File: config.mk
export PLATFORM = sky130hd
export DESIGN_NAME = sbqm_queue_counter
export DESIGN_NICKNAME = d
export VERILOG_FILES = /design/src/rtl/sbqm_queue_counter.sv
export SDC_FILE = /design/constraint.sdc
export NUM_CORES = 1
export LEC_CHECK = 0
export CAP_MARGIN = 0
export CORE_ASPECT_RATIO = 1.75
export CORE_UTILIZATION = 50
export CTS_BUF_LIST = sky130_fd_sc_hd__clkbuf_4
export DETAILED_ROUTE_END_ITERATION = 16
export DONT_BUFFER_PORTS = 1
export PLACE_DENSITY = 0.65
export SLEW_MARGIN = 10
export SYNTH_ARGS = -nofsm -noshare
export SYNTH_HDL_FRONTEND = slang
export SYNTH_HIERARCHICAL = 1
export SYNTH_SLANG_ARGS = --single-unit
File: constraint.sdc
create_clock -name clk -period 4.2 [get_ports clk]
set_input_delay 1.05 -clock clk [delete_from_list [all_inputs] [get_ports clk]]
set_output_delay 1.05 -clock clk [all_outputs]
set_load 0.02 [all_outputs]
File: src/rtl/sbqm_queue_counter.sv
// Bank queue occupancy counter: synchronised, debounced arrival/departure beams,
// saturating count with empty/full flags and an iteratively divided wait-time estimate.

module sbqm_beam_filter #(
  parameter int DEB = 4
) (
  input  logic clk,
  input  logic Resetn,
  input  logic beam_in,
  output logic fall
);
  localparam int CW = (DEB < 2) ? 1 : $clog2(DEB + 1);

  logic          sync1_q, sync2_q, filt_dly_q;
  logic          filt_q, filt_d;
  logic [CW-1:0] cnt_q, cnt_d;

  // The counter only runs while the synced level disagrees with the filtered one.
  always_comb begin
    filt_d = filt_q;
    cnt_d  = '0;
    if (sync2_q != filt_q) begin
      if (cnt_q == CW'(DEB - 1)) filt_d = sync2_q;
      else                       cnt_d  = cnt_q + 1'b1;
    end
  end

  always_ff @(posedge clk or negedge Resetn) begin
    if (!Resetn) begin
      sync1_q    <= 1'b1;
      sync2_q    <= 1'b1;
      filt_q     <= 1'b1;
      filt_dly_q <= 1'b1;
      cnt_q      <= '0;
    end else begin
      sync1_q    <= beam_in;
      sync2_q    <= sync1_q;
      filt_q     <= filt_d;
      filt_dly_q <= filt_q;
      cnt_q      <= cnt_d;
    end
  end

  assign fall = filt_dly_q & ~filt_q;
endmodule

module sbqm_queue_counter #(
  parameter int N   = 3,
  parameter int TW  = 2,
  parameter int DEB = 4,
  parameter int SVC = 3,
  parameter int WW  = 5
) (
  input  logic          clk,
  input  logic          Resetn,
  input  logic          back_beam,
  input  logic          front_beam,
  input  logic [TW-1:0] tcount,
  output logic [N-1:0]  pcount,
  output logic          empty_flag,
  output logic          full_flag,
  output logic [WW-1:0] wtime,
  output logic          wtime_valid,
  output logic          overflow_evt,
  output logic          underflow_evt
);
  localparam int          NW   = WW + TW;
  localparam int          BCW  = $clog2(WW + 1);
  localparam logic [N-1:0] MAX = '1;

  typedef enum logic [1:0] {S_IDLE, S_LOAD, S_DIV, S_DONE} div_st_e;

  logic [1:0] beam_raw, beam_fall;
  logic       arrive, depart;

  assign beam_raw = {front_beam, back_beam};

  for (genvar i = 0; i < 2; i++) begin : g_beam
    sbqm_beam_filter #(.DEB(DEB)) u_flt (
      .clk     (clk),
      .Resetn  (Resetn),
      .beam_in (beam_raw[i]),
      .fall    (beam_fall[i])
    );
  end

  assign arrive = beam_fall[0];
  assign depart = beam_fall[1];

  // Occupancy count
  logic [N-1:0] pcount_q, pcount_d;
  logic         empty_q, full_q, ovf_q, ovf_d, unf_q, unf_d;

  always_comb begin
    pcount_d = pcount_q;
    ovf_d    = 1'b0;
    unf_d    = 1'b0;
    if (arrive && !depart) begin
      if (pcount_q != MAX) pcount_d = pcount_q + 1'b1;
      else                 ovf_d    = 1'b1;
    end else if (depart && !arrive) begin
      if (pcount_q != '0)  pcount_d = pcount_q - 1'b1;
      else                 unf_d    = 1'b1;
    end
  end

  // Wait-time divider
  div_st_e        st_q, st_d;
  logic [TW-1:0]  tcnt_q, t_cur, op_t_q, op_t_d, rem_q, rem_d;
  logic [N-1:0]   op_p_q, op_p_d;
  logic [WW-1:0]  dvd_q, dvd_d, wtime_q, wtime_d;
  logic [BCW-1:0] bit_q, bit_d;
  logic           sat_q, sat_d, pend_q, pend_d, valid_q, valid_d;
  logic [NW-1:0]  num;
  logic [TW:0]    trial, diff;
  logic           opnd_chg;

  assign t_cur    = (tcnt_q == '0) ? TW'(1) : tcnt_q;
  assign opnd_chg = (pcount_q != op_p_q) || (t_cur != op_t_q);
  assign num      = (pcount_q == '0) ? '0
                  : NW'(SVC) * (NW'(pcount_q) + NW'(t_cur) - NW'(1));
  assign trial    = {rem_q, dvd_q[WW-1]};
  assign diff     = trial - {1'b0, op_t_q};

  // Remainder starts with the numerator bits above WW; if those already reach T the
  // quotient cannot fit and is flagged for saturation instead.
  always_comb begin
    st_d    = st_q;
    op_p_d  = op_p_q;
    op_t_d  = op_t_q;
    rem_d   = rem_q;
    dvd_d   = dvd_q;
    bit_d   = bit_q;
    sat_d   = sat_q;
    pend_d  = pend_q;
    valid_d = valid_q;
    wtime_d = wtime_q;
    case (st_q)
      S_IDLE: if (opnd_chg) begin
        st_d    = S_LOAD;
        valid_d = 1'b0;
      end
      S_LOAD: begin
        op_p_d = pcount_q;
        op_t_d = t_cur;
        rem_d  = num[NW-1:WW];
        dvd_d  = num[WW-1:0];
        sat_d  = num >= {t_cur, {WW{1'b0}}};
        pend_d = 1'b0;
        bit_d  = '0;
        st_d   = S_DIV;
      end
      S_DIV: begin
        pend_d = pend_q | opnd_chg;
        if (trial >= {1'b0, op_t_q}) begin
          rem_d = diff[TW-1:0];
          dvd_d = {dvd_q[WW-2:0], 1'b1};
        end else begin
          rem_d = trial[TW-1:0];
          dvd_d = {dvd_q[WW-2:0], 1'b0};
        end
        bit_d = bit_q + 1'b1;
        if (bit_q == BCW'(WW - 1)) st_d = S_DONE;
      end
      S_DONE: begin
        wtime_d = sat_q ? '1 : dvd_q;
        if (pend_q || opnd_chg) st_d = S_LOAD;
        else begin
          valid_d = 1'b1;
          st_d    = S_IDLE;
        end
      end
      default: st_d = S_IDLE;
    endcase
  end

  always_ff @(posedge clk or negedge Resetn) begin
    if (!Resetn) begin
      pcount_q <= '0;
      empty_q  <= 1'b1;
      full_q   <= 1'b0;
      ovf_q    <= 1'b0;
      unf_q    <= 1'b0;
      tcnt_q   <= '0;
      st_q     <= S_IDLE;
      op_p_q   <= '0;
      op_t_q   <= TW'(1);
      rem_q    <= '0;
      dvd_q    <= '0;
      bit_q    <= '0;
      sat_q    <= 1'b0;
      pend_q   <= 1'b0;
      valid_q  <= 1'b1;
      wtime_q  <= '0;
    end else begin
      pcount_q <= pcount_d;
      empty_q  <= (pcount_d == '0);
      full_q   <= (pcount_d == MAX);
      ovf_q    <= ovf_d;
      unf_q    <= unf_d;
      tcnt_q   <= tcount;
      st_q     <= st_d;
      op_p_q   <= op_p_d;
      op_t_q   <= op_t_d;
      rem_q    <= rem_d;
      dvd_q    <= dvd_d;
      bit_q    <= bit_d;
      sat_q    <= sat_d;
      pend_q   <= pend_d;
      valid_q  <= valid_d;
      wtime_q  <= wtime_d;
    end
  end

  assign pcount        = pcount_q;
  assign empty_flag    = empty_q;
  assign full_flag     = full_q;
  assign wtime         = wtime_q;
  assign wtime_valid   = valid_q;
  assign overflow_evt  = ovf_q;
  assign underflow_evt = unf_q;
endmodule

==> results of run 1 <==
[report_power, final]
| part | switching (mW) | internal [mW] |
|---|---|---|
| combinational | 0.735 | 0.575 |
| sequential | 0.163 | 0.658 |
| clock | 0.143 | 0.0705 |
| total | 1.04 | 1.30 |
[sequential cells by signal, indices dropped and copies added (netlist names), 2 cells and up]
name and flops:
bit_q 3, dvd_q 5, g_beam.u_flt/cnt_q 6, g_beam.u_flt/filt_dly_q 2, g_beam.u_flt/filt_q 2, g_beam.u_flt/sync1_q 2, g_beam.u_flt/sync2_q 2, op_p_q 3
op_t_q 2, pcount 3, rem_q 2, st_q 2, tcnt_q 2, wtime 5
[cell families after synthesis]
kind of cell,synth area share (%)
AOI/OAI and AO/OA,12.8
DFF,45.7
and+or+nand+nor,16.0
xor gates and xnor gates,3.91
adders and majority gates,13.6
buffers and inverters,5.09
muxes,2.92
[final cells by class]
type / instances / area share (%)
clock buffers: 6 / 1.63
clock inverters: 2 / 0.407
inverters: 28 / 3.80
well taps: 54 / 2.44
multi-input cells: 169 / 47.2
repair buffers: 2 / 0.543
flip-flops and latches: 48 / 44.0
[synth_stat cells (2+ instances only)]
cell      instances
mux2_1            3
nor3b_1           2
o22ai_1           2
nor2b_4           2
o31ai_1           2
and3_1            3
o211ai_1          3
clkbuf_1          5
inv_1            28
xor2_1            2
and2b_2           2
dfstp_2          11
nor2_1           23
a211oi_1          3
ha_1             24
nor2b_1           3
xnor2_1           8
a31oi_1           3
o21ai_0          10
a21oi_1          14
nand3_1           6
nand2_1           9
nand2b_1          4
fa_1              3
dfrtp_1          37
mux2_2            3
nor3b_2           4
nor3_1            6
o211a_1           2
[per-layer routing]
layer  routed length [µm]  share of wire, %
met3                  123               2.6
met1                 1920                41
met4                   84               1.8
met5                    0                 0
met2                 2600                55
[worst max path at each step]
stage	from	to	slack [ps]	cells past startpoint
after CTS	pcount[0]	sat_q	280	16
after global placement	pcount[0]	sat_q	470	16
final	tcnt_q[1]	sat_q	390	16
after global routing	tcnt_q[1]	sat_q	60	17
after floorplan	pcount[1]	sat_q	520	16
after detailed placement	pcount[0]	sat_q	300	16
[metrics by stage]
stage / cell area, µm² / setup WS [ps]
6_report: 2770 / 387
3_5_place_dp: 2710 / 300
3_3_place_gp: 2710 / 473
4_1_cts: 2770 / 285
5_1_grt: 2770 / 60.5
2_1_floorplan: 2660 / 520
==> results.tsv, run 1 <==
stage	metric	value	unit
synth	synthDistinctLibCells	53	
grt	grt_use_met1	21.9	%
grt	grt_max_degree	49	
final_layout	seqCellArea	1220	µm²
clock_network	cts_hold_buf	0	
critical_path	critPathSlowestCell	fa_1	
die	die_w	57.1	µm
synth	syn_inst	251	
timing	rsz0062_at_grt	false	
clock_network	cts_htree_levels	2	
critical_path	endpoint_kind	flop	
synth	ys_ff_latch	48	
final_layout	drive_gt1_share	15.7	%
synth	yosys.area.top_type	dfrtp_1	
clock_network	cts_setup_buffers	0	
synth	ys.flop_type	dfrtp_1	
timing	skew	3.64	ps
critical_path	cp.required	4470	ps
synth	postSynthAreaPerCell	10.6	µm²
timing	fin_setup_tns	0	ps
synth	synthTopCellsByArea	dfrtp_1, ha_1, dfstp_2, inv_1, nor2_1	
critical_path	reg2reg_depth	16	
final_layout	area_delta_synth_final	4.14	%
place	place.gp.congestion	0.767	
drt	vias	1729	
final_layout	diodes	0	
final_layout	layout_commonest_cell	dfrtp_1	
critical_path	criticalPathCategory	flop to flop	
final_layout	post-route-util	55.1	%
grt	grt_pass1_vias	1853	
run	max-cap-violations	0	
timing	worst_pin_slew	666	ps
critical_path	r2r-start	tcnt_q[1]	
critical_path	r2r-end	sat_q	
drt	drc_errors	5	
clock_network	worst_skew_pair.late_latency	350	ps
critical_path	crit_arrival	4080	ps
grt	grt_use_total	19.6	%
final_layout	multi_input_area	1310	µm²
synth	synth_fp_nets	284	
critical_path	crit_fanout	4	
critical_path	path_delay_family	adder cells	
synth	netlist_area	2660	µm²
drt	first_pass_iters	10	
grt	grt_pass1_wl	8590	µm
timing	max_slew_margin	55.6	%
drt	routed_wl	4720	µm
timing	fmax	262	MHz
clock_network	cts.reportedPaths.clkPinSlew	130	ps
final_layout	fin_nets	287	
final_layout	final_cell_mix	dfrtp_1, inv_1, ha_1, nor2_1, a21oi_1	
power_and_ir_drop	total_power	2.34	mW
synth	ys_seq_area_share	45.7	%
critical_path	reg2reg_slack	390	ps
grt	grt_use_met2	36.3	%
critical_path	cp.buffers_inverters	5	
critical_path	critPathMostFrequentCell	inv_1	
final_layout	num-fill-cells	487	
critical_path	path_cells	inv_1, ha_1, inv_1, ha_1, inv_1, fa_1, inv_1, fa_1, o21bai_1, a21oi_1, or2_2, ha_1, inv_1, nor4b_1, nand3_1, o32ai_1	
clock_network	cts-root-buf	clkbuf_4	
hold_path	hold_class	primary input to asynchronous set/reset pin	
timing	slew_viol_final	0	
clock_network	cts_tree	yes	
clock_network	post_cts_resized	0	
drt	viasPerCell	5.60	
clock_network	cts_buffer_depth	2	
die	start_util	52.9	%
die	die_area	5620	µm²
critical_path	slowest_delay	530	ps
drt	routedWlPerCell	15.3	µm
synth	synth_edf_count	0	
final_layout	final_cells	309	
power_and_ir_drop	power_density	847	nW/µm²
timing	hold_slack	367	ps
timing	fin_crit_sh	90.8	%
die	io_pins	19	
timing	final.min_clock_period	3810	ps
grt	overflow	0	
grt	antenna_found_initial	0	
power_and_ir_drop	ir_worst_vdd	364	µV
clock_network	cts_buffers	5	
synth	ys_warn_count	6	
drt	drt_iter0_drc	49	
timing	hold_viol	0	
critical_path	startpoint_type	flop	
timing	finalSetupViolations	0	
grt	grt_util_met3	3.67	%
grt	busiest_layer	met2	
synth	ys_async_sr_fraction	100	%
place	io_buffers	0	
place	dp_hpwl	3560	µm
outcome	status	finished, violations left	
synth	synth_top_area_share	34.9	%
drt	drtAntennaViolNets	0	
place	dp_cells	301	
clock_network	clock-sinks	48	
die	core_area	5020	µm²
outcome	violations	DRC	
power_and_ir_drop	p_leak	1.24	nW
die	die_h	98.4	µm
die	fp-row-count	34	
Note: power is estimated with default switching activity, not from simulation.
==> inputs of run 2 (changes only) <==
- PLACE_DENSITY: 0.65 -> 0.68
- clock period: 4.2 -> 3.4 ns (I/O delays scaled with it)
==> run 2 against run 1 <==
Register-to-register slack got worse by 350 ps. Largest cell class unchanged. Hold slack got worse by 220 ps. Final cell count rose by 3.6%. Sequential power rose by 23%. Fmax rose by 13%. Core utilization rose by 3.9 points. Design area rose by 7.1%. The flow now finishes without violations. Via count rose by 3.4%. Setup slack got worse by 350 ps.
==> results.tsv, run 2 (synthesis results as in run 1) <==
stage	metric	value	unit
outcome	status	finished, final reports clean	
timing	skew	6.09	ps
clock_network	cts_buffers	5	
drt	drt-met1-wl	2030	µm
critical_path	crit_fanout	3	
drt	drc_errors	0	
timing	worst_pin_slew	632	ps
power_and_ir_drop	p_sw	1.41	mW
critical_path	startpoint_type	flop	
die	die_w	57.1	µm
drt	wl_met2	2730	µm
critical_path	cp.required	3690	ps
drt	vias	1787	
clock_network	cts_htree_levels	2	
critical_path	reg2reg_depth	17	
critical_path	reg2reg_slack	40	ps
drt	top_layer	met4	
final_layout	diodes	0	
clock_network	clock-sinks	48	
power_and_ir_drop	total_power	3.25	mW
timing	fmax	297	MHz
drt	routedWlPerCell	15.5	µm
drt	drt_iter0_drc	47	
power_and_ir_drop	pwr-share-seq	31.3	%
power_and_ir_drop	p_int	1.83	mW
drt	met3_length	111	µm
timing	hold_slack	143	ps
drt	drtAntennaViolNets	0	
final_layout	largest_reg_flops	6	
clock_network	cts.reportedPaths.clkPinSlew	150	ps
die	io_pins	19	
place	dp_hpwl	3670	µm
critical_path	slowest_delay	560	ps
final_layout	layout_commonest_cell	dfrtp_1	
grt	overflow	0	
grt	grt_pass1_vias	1793	
critical_path	path_cells	inv_2, nor2_4, ha_4, inv_2, ha_4, inv_4, fa_1, inv_2, fa_2, o21bai_1, a21oi_2, or2_4, ha_4, inv_2, nor4b_2, nand3_1, o32ai_2	
critical_path	critPathSlowestCell	fa_1	
clock_network	cts_tree	yes	
power_and_ir_drop	power_density	1100	nW/µm²
place	io_buffers	0	
grt	grt_pass1_wl	8380	µm
power_and_ir_drop	p_leak	1.31	nW
critical_path	r2r-end	sat_q	
drt	first_pass_iters	4	
die	die_h	98.4	µm
clock_network	cts_buffer_depth	2	
run	max-cap-violations	0	
critical_path	cp.buffers_inverters	5	
grt	antenna_found_initial	0	
power_and_ir_drop	switching_share	43.5	%
grt	grt_max_degree	49	
critical_path	path_delay_family	adder cells	
timing	max_slew_margin	57.9	%
critical_path	endpoint_kind	flop	
critical_path	endpoint	sat_q	
power_and_ir_drop	pwr-share-comb	57.8	%
critical_path	r2r-start	tcnt_q[1]	
drt	viasPerCell	5.58	
final_layout	final_cell_mix	dfrtp_1, nor2_1, inv_1, ha_1	
clock_network	worst_skew_pair.late_latency	380	ps
die	core_area	5020	µm²
die	fp-row-count	34	
timing	fin_crit_sh	98.9	%
critical_path	startpoint	tcnt_q[1]	
die	die_area	5620	µm²
power_and_ir_drop	power_frac_clock	10.9	%
clock_network	cts_hold_buf	0	
timing	final.min_clock_period	3360	ps
final_layout	drive_gt1_share	25.9	%
timing	hold_viol	0	
critical_path	critPathMostFrequentCell	inv_2	
place	place.gp.congestion	0.801	
final_layout	regMostFlops	g_beam.u_flt/cnt_q	
grt	grt_use_total	19.6	%
clock_network	cts-root-buf	clkbuf_4	
timing	rsz0062_at_grt	true	
final_layout	fin_nets	298	
timing	finalSetupViolations	0	
critical_path	crit_arrival	3660	ps
final_layout	area_delta_synth_final	11.6	%
power_and_ir_drop	ir_worst_vdd	481	µV
critical_path	cp.depth	17	
critical_path	criticalPathCategory	flop to flop	
hold_path	hold_class	primary input to asynchronous set/reset pin	
die	start_util	52.9	%
drt	routed_wl	4960	µm
timing	slew_viol_final	0	
[run 2: per-layer routing]
layer,track usage [%],up-vias
li1,-,892
met2,35.8,15
met5,0,-
met3,3.41,6
met4,7.32,0
met1,22.1,874
[run 2: worst min-delay path by stage]
stage	end	startpoint	slack [ps]
2_1_floorplan	g_beam[0].u_flt/sync2_q	g_beam[0].u_flt/sync1_q	350
3_3_place_gp	g_beam[1].u_flt/sync2_q	g_beam[1].u_flt/sync1_q	350
3_5_place_dp	g_beam[1].u_flt/sync2_q	g_beam[1].u_flt/sync1_q	350
4_1_cts	g_beam[0].u_flt/cnt_q[0]	Resetn	130
5_1_grt	dvd_q[2]	Resetn	120
6_report	pcount[0]	Resetn	140
[run 2: power groups by stage]
stage	clock [mW]	combinational, mW	sequential (mW)
global route	0.381	2.11	1.05
global placement	0	1.77	1.02
detailed placement	0	1.80	1.03
CTS	0.361	1.81	1.02
finish	0.354	1.88	1.01
floorplan	0	1.36	1.01
[run 2: repair_timing]
| item | 4_1_cts | 5_1_grt |
|---|---|---|
| setup endpoints to repair | 1 | 1 |
| buffers inserted | 1 | 2 |
| pin swaps | 2 | 12 |
| resized for setup | 1 | 9 |
[run 2: through the flow]
stage	worst slack (ps)	TNS, ps	util [%]	cells	area (µm²)
after floorplan	4.93	0	-	251	2710
after global placement	-47.6	-47.6	56.2	309	2820
after detailed placement	-114	-114	56.2	309	2820
after CTS	40.6	0	58.0	318	2910
after global routing	-98.9	-98.9	59.0	320	2960
final	36.1	0	59.0	320	2960
[run 2: worst reg2reg max path, stage by stage (launching register included)]
cell and delay [ps]:
dfrtp_1 410, inv_2 110, nor2_4 60, ha_4 160, inv_2 60, ha_4 130
inv_4 30, fa_1 560, inv_2 50, fa_2 350, o21bai_1 170, a21oi_2 80
or2_4 240, ha_4 260, inv_2 30, nor4b_2 220, nand3_1 120, o32ai_2 250
[run 2: final cells by class]
| type | count | area [µm²] |
|---|---|---|
| clock inverter | 3 | 47.5 |
| timing repair buffer | 13 | 97.6 |
| clock buffer | 5 | 37.5 |
| inverter | 28 | 110 |
| tap | 54 | 67.6 |
| fill | 433 | 2060 |
| sequential | 48 | 1220 |
| multi-input combinational | 169 | 1390 |
==> inputs of run 3 (changes only) <==
--- a/config.mk
+++ b/config.mk
@@ -12,8 +12,8 @@
 export DETAILED_ROUTE_END_ITERATION = 16
 export DONT_BUFFER_PORTS = 1
+export MAX_ROUTING_LAYER = met4
 export PLACE_DENSITY = 0.68
 export SLEW_MARGIN = 10
 export SYNTH_ARGS = -nofsm -noshare
 export SYNTH_HDL_FRONTEND = slang
-export SYNTH_HIERARCHICAL = 1
 export SYNTH_SLANG_ARGS = --single-unit
==> constraint.sdc (replaced) <==
create_clock -name clk -period 3.4 [get_ports clk]
set_input_delay 0.68 -clock clk [delete_from_list [all_inputs] [get_ports clk]]
set_output_delay 0.68 -clock clk [all_outputs]
set_load 0.02 [all_outputs]
==> run 3 against run 2 <==
The flow now finishes with violations (DRC). Fmax increased by 4.0%. Global-route usage increased by 0.91 points. Area after synthesis decreased by 0.38%. Register-to-register slack improved by 130 ps. Via count increased by 3.0%. Routed wire length increased by 1.6%. Die area decreased by 0.36%. Design area decreased by 1.4%. Final cell count increased by 2.5%. Critical path type unchanged.
==> results.tsv, run 3 <==
stage	metric	value	unit
outcome	status	finished, violations left	
outcome	violations	DRC	
timing	hold_viol	0	
die	io_pins	19	
synth	netlist_area	2650	µm²
die	fp-row-count	34	
critical_path	crit_fanout	3	
drt	viasPerCell	5.61	
clock_network	cts.reportedPaths.clkPinSlew	150	ps
timing	max_slew_margin	54.2	%
clock_network	cts_htree_levels	2	
final_layout	regMostFlops	g_beam.u_flt.cnt_q	
synth	ys_async_sr_fraction	100	%
grt	antenna_found_initial	0	
place	dp_cells	317	
critical_path	startpoint_type	flop	
drt	drtAntennaViolNets	0	
final_layout	final_cell_mix	dfrtp_1, inv_1, nor2_1, ha_1, a21oi_1	
grt	overflow	0	
critical_path	cp.required	3670	ps
final_layout	seqCellArea	1220	µm²
grt	grt_max_degree	38	
final_layout	multi_input_area	1380	µm²
synth	synthDistinctLibCells	43	
critical_path	r2r-start	tcnt_q[1]	
place	place.gp.congestion	0.792	
synth	postSynthAreaPerCell	10.1	µm²
synth	synth_top_area_share	35.0	%
critical_path	criticalPathCategory	flop to flop	
final_layout	drive_gt1_share	21.9	%
final_layout	layout_commonest_cell	dfrtp_1	
grt	grt_pass1_wl	8510	µm
synth	yosys.area.top_type	dfrtp_1	
clock_network	cts_buffer_depth	2	
clock_network	cts_buffers	5	
grt	grt_use_total	20.5	%
timing	slew_viol_final	0	
drt	drt_iter0_drc	61	
drt	drc_errors	3	
final_layout	num-fill-cells	434	
timing	fin_setup_tns	0	ps
final_layout	post-route-util	58.3	%
timing	fmax	309	MHz
place	io_buffers	0	
timing	skew	13.0	ps
grt	grt_pass1_vias	1897	
critical_path	crit_arrival	3500	ps
final_layout	largest_reg_flops	6	
timing	finalSetupViolations	0	
synth	ys_seq_area_share	45.9	%
drt	first_pass_iters	10	
timing	fin_crit_sh	95.1	%
synth	synthTopCellsByCount	dfrtp_1, inv_1, ha_1, nor2_1, a21oi_1	
timing	hold_slack	111	ps
die	die_area	5600	µm²
die	die_w	57.0	µm
place	dp_hpwl	3640	µm
synth	ys_ff_latch	48	
clock_network	worst_skew_pair.late_latency	370	ps
run	max-cap-violations	0	
critical_path	startpoint	tcnt_q[1]	
drt	vias	1841	
die	die_h	98.2	µm
die	start_util	52.7	%
drt	routedWlPerCell	15.4	µm
final_layout	final_cells	328	
synth	synth_fp_nets	295	
synth	ys_warn_count	0	
hold_path	hold_class	primary input to asynchronous set/reset pin	
synth	ys.flop_type	dfrtp_1	
clock_network	cts-root-buf	clkbuf_4	
drt	routed_wl	5040	µm
synth	synthTopCellsByArea	dfrtp_1, ha_1, dfstp_2, inv_1, a21oi_1	
final_layout	diodes	0	
timing	final.min_clock_period	3230	ps
timing	worst_pin_slew	687	ps
synth	syn_inst	262	
final_layout	fin_nets	306	
critical_path	endpoint_kind	flop	
synth	synth_edf_count	0	
clock_network	cts_tree	yes	
final_layout	area_delta_synth_final	10.5	%
synth	synth.most_common_cell	dfrtp_1	
die	core_area	5020	µm²
clock_network	clock-sinks	48	
==> run 3: cell type report <==
type                    count  area share, %
repair buffers             11           3.25
clock inverters             3          0.899
well taps                  54           2.31
multi-input cells         180           47.2
flip-flops and latches     48           41.6
clock buffers               5           1.28
inverters                  27           3.47
==> run 3: metal layers <==
layer  GRT usage (%)  up-vias  routed length, µm
met5               -        -                  0
met4            7.50        0                104
met3            3.18        7                129
met2            38.0       27               2810
met1            21.0      884               1990
li1                -      923                  -
==> run 3: logic make-up (layout without fill, tap and decap cells) <==
group / Yosys count / count (layout) / synth area share (%)
adder cells (fa/ha/maj): 27 / 27 / 13.6
AND/OR/NAND/NOR: 82 / 82 / 16.3
AO/OA/AOI/OAI: 53 / 53 / 12.6
flip-flops: 48 / 48 / 45.9
multiplexers: 7 / 7 / 3.07
buffers and inverters: 34 / 46 / 4.82
XOR/XNOR: 11 / 11 / 3.64
==> run 3: through the flow <==
step / setup slack [ps] / instance area [µm²]
global placement: 42.2 / 2760
CTS: 11.7 / 2850
floorplan: 12.3 / 2660
finish: 166 / 2920
detailed placement: -20.2 / 2760
global route: -3.97 / 2920
==> run 3: final timing paths <==
kind,to,slack [ps],cells past startpoint
min in group clk,g_beam[0].u_flt.sync1_q,290,0
worst min register to register,g_beam[0].u_flt.sync2_q,370,0
max in group asynchronous,pcount[0],3080,1
worst min-delay path,st_q[1],110,1
worst max register to register,sat_q,170,17
worst max-delay path,sat_q,170,17
==> run 3: what timing repair did <==
item,in CTS,in global routing
pin swaps,0,6
setup buffers,1,1
hold endpoints to repair,37,0
setup endpoints to repair,1,1
gates cloned,0,0
resized for setup,0,13
hold buffers,1,0
==> run 3: worst max-delay path: stages, from the launching register on <==
cell and delay (ps):
dfrtp_1 420, inv_2 100, nor2_2 50, ha_2 170, inv_2 70, ha_4 140, inv_2 40, fa_1 520
inv_2 50, fa_2 360, o21bai_1 160, a21oi_2 80, or2_4 240, ha_4 200, nand2b_4 140, a21oi_4 160
nor3b_2 60, a21o_1 180
Power of run 3 is left out: the tool's default activity adds up to more than one toggle a clock period on the data nets, which glitch-free logic cannot reach.
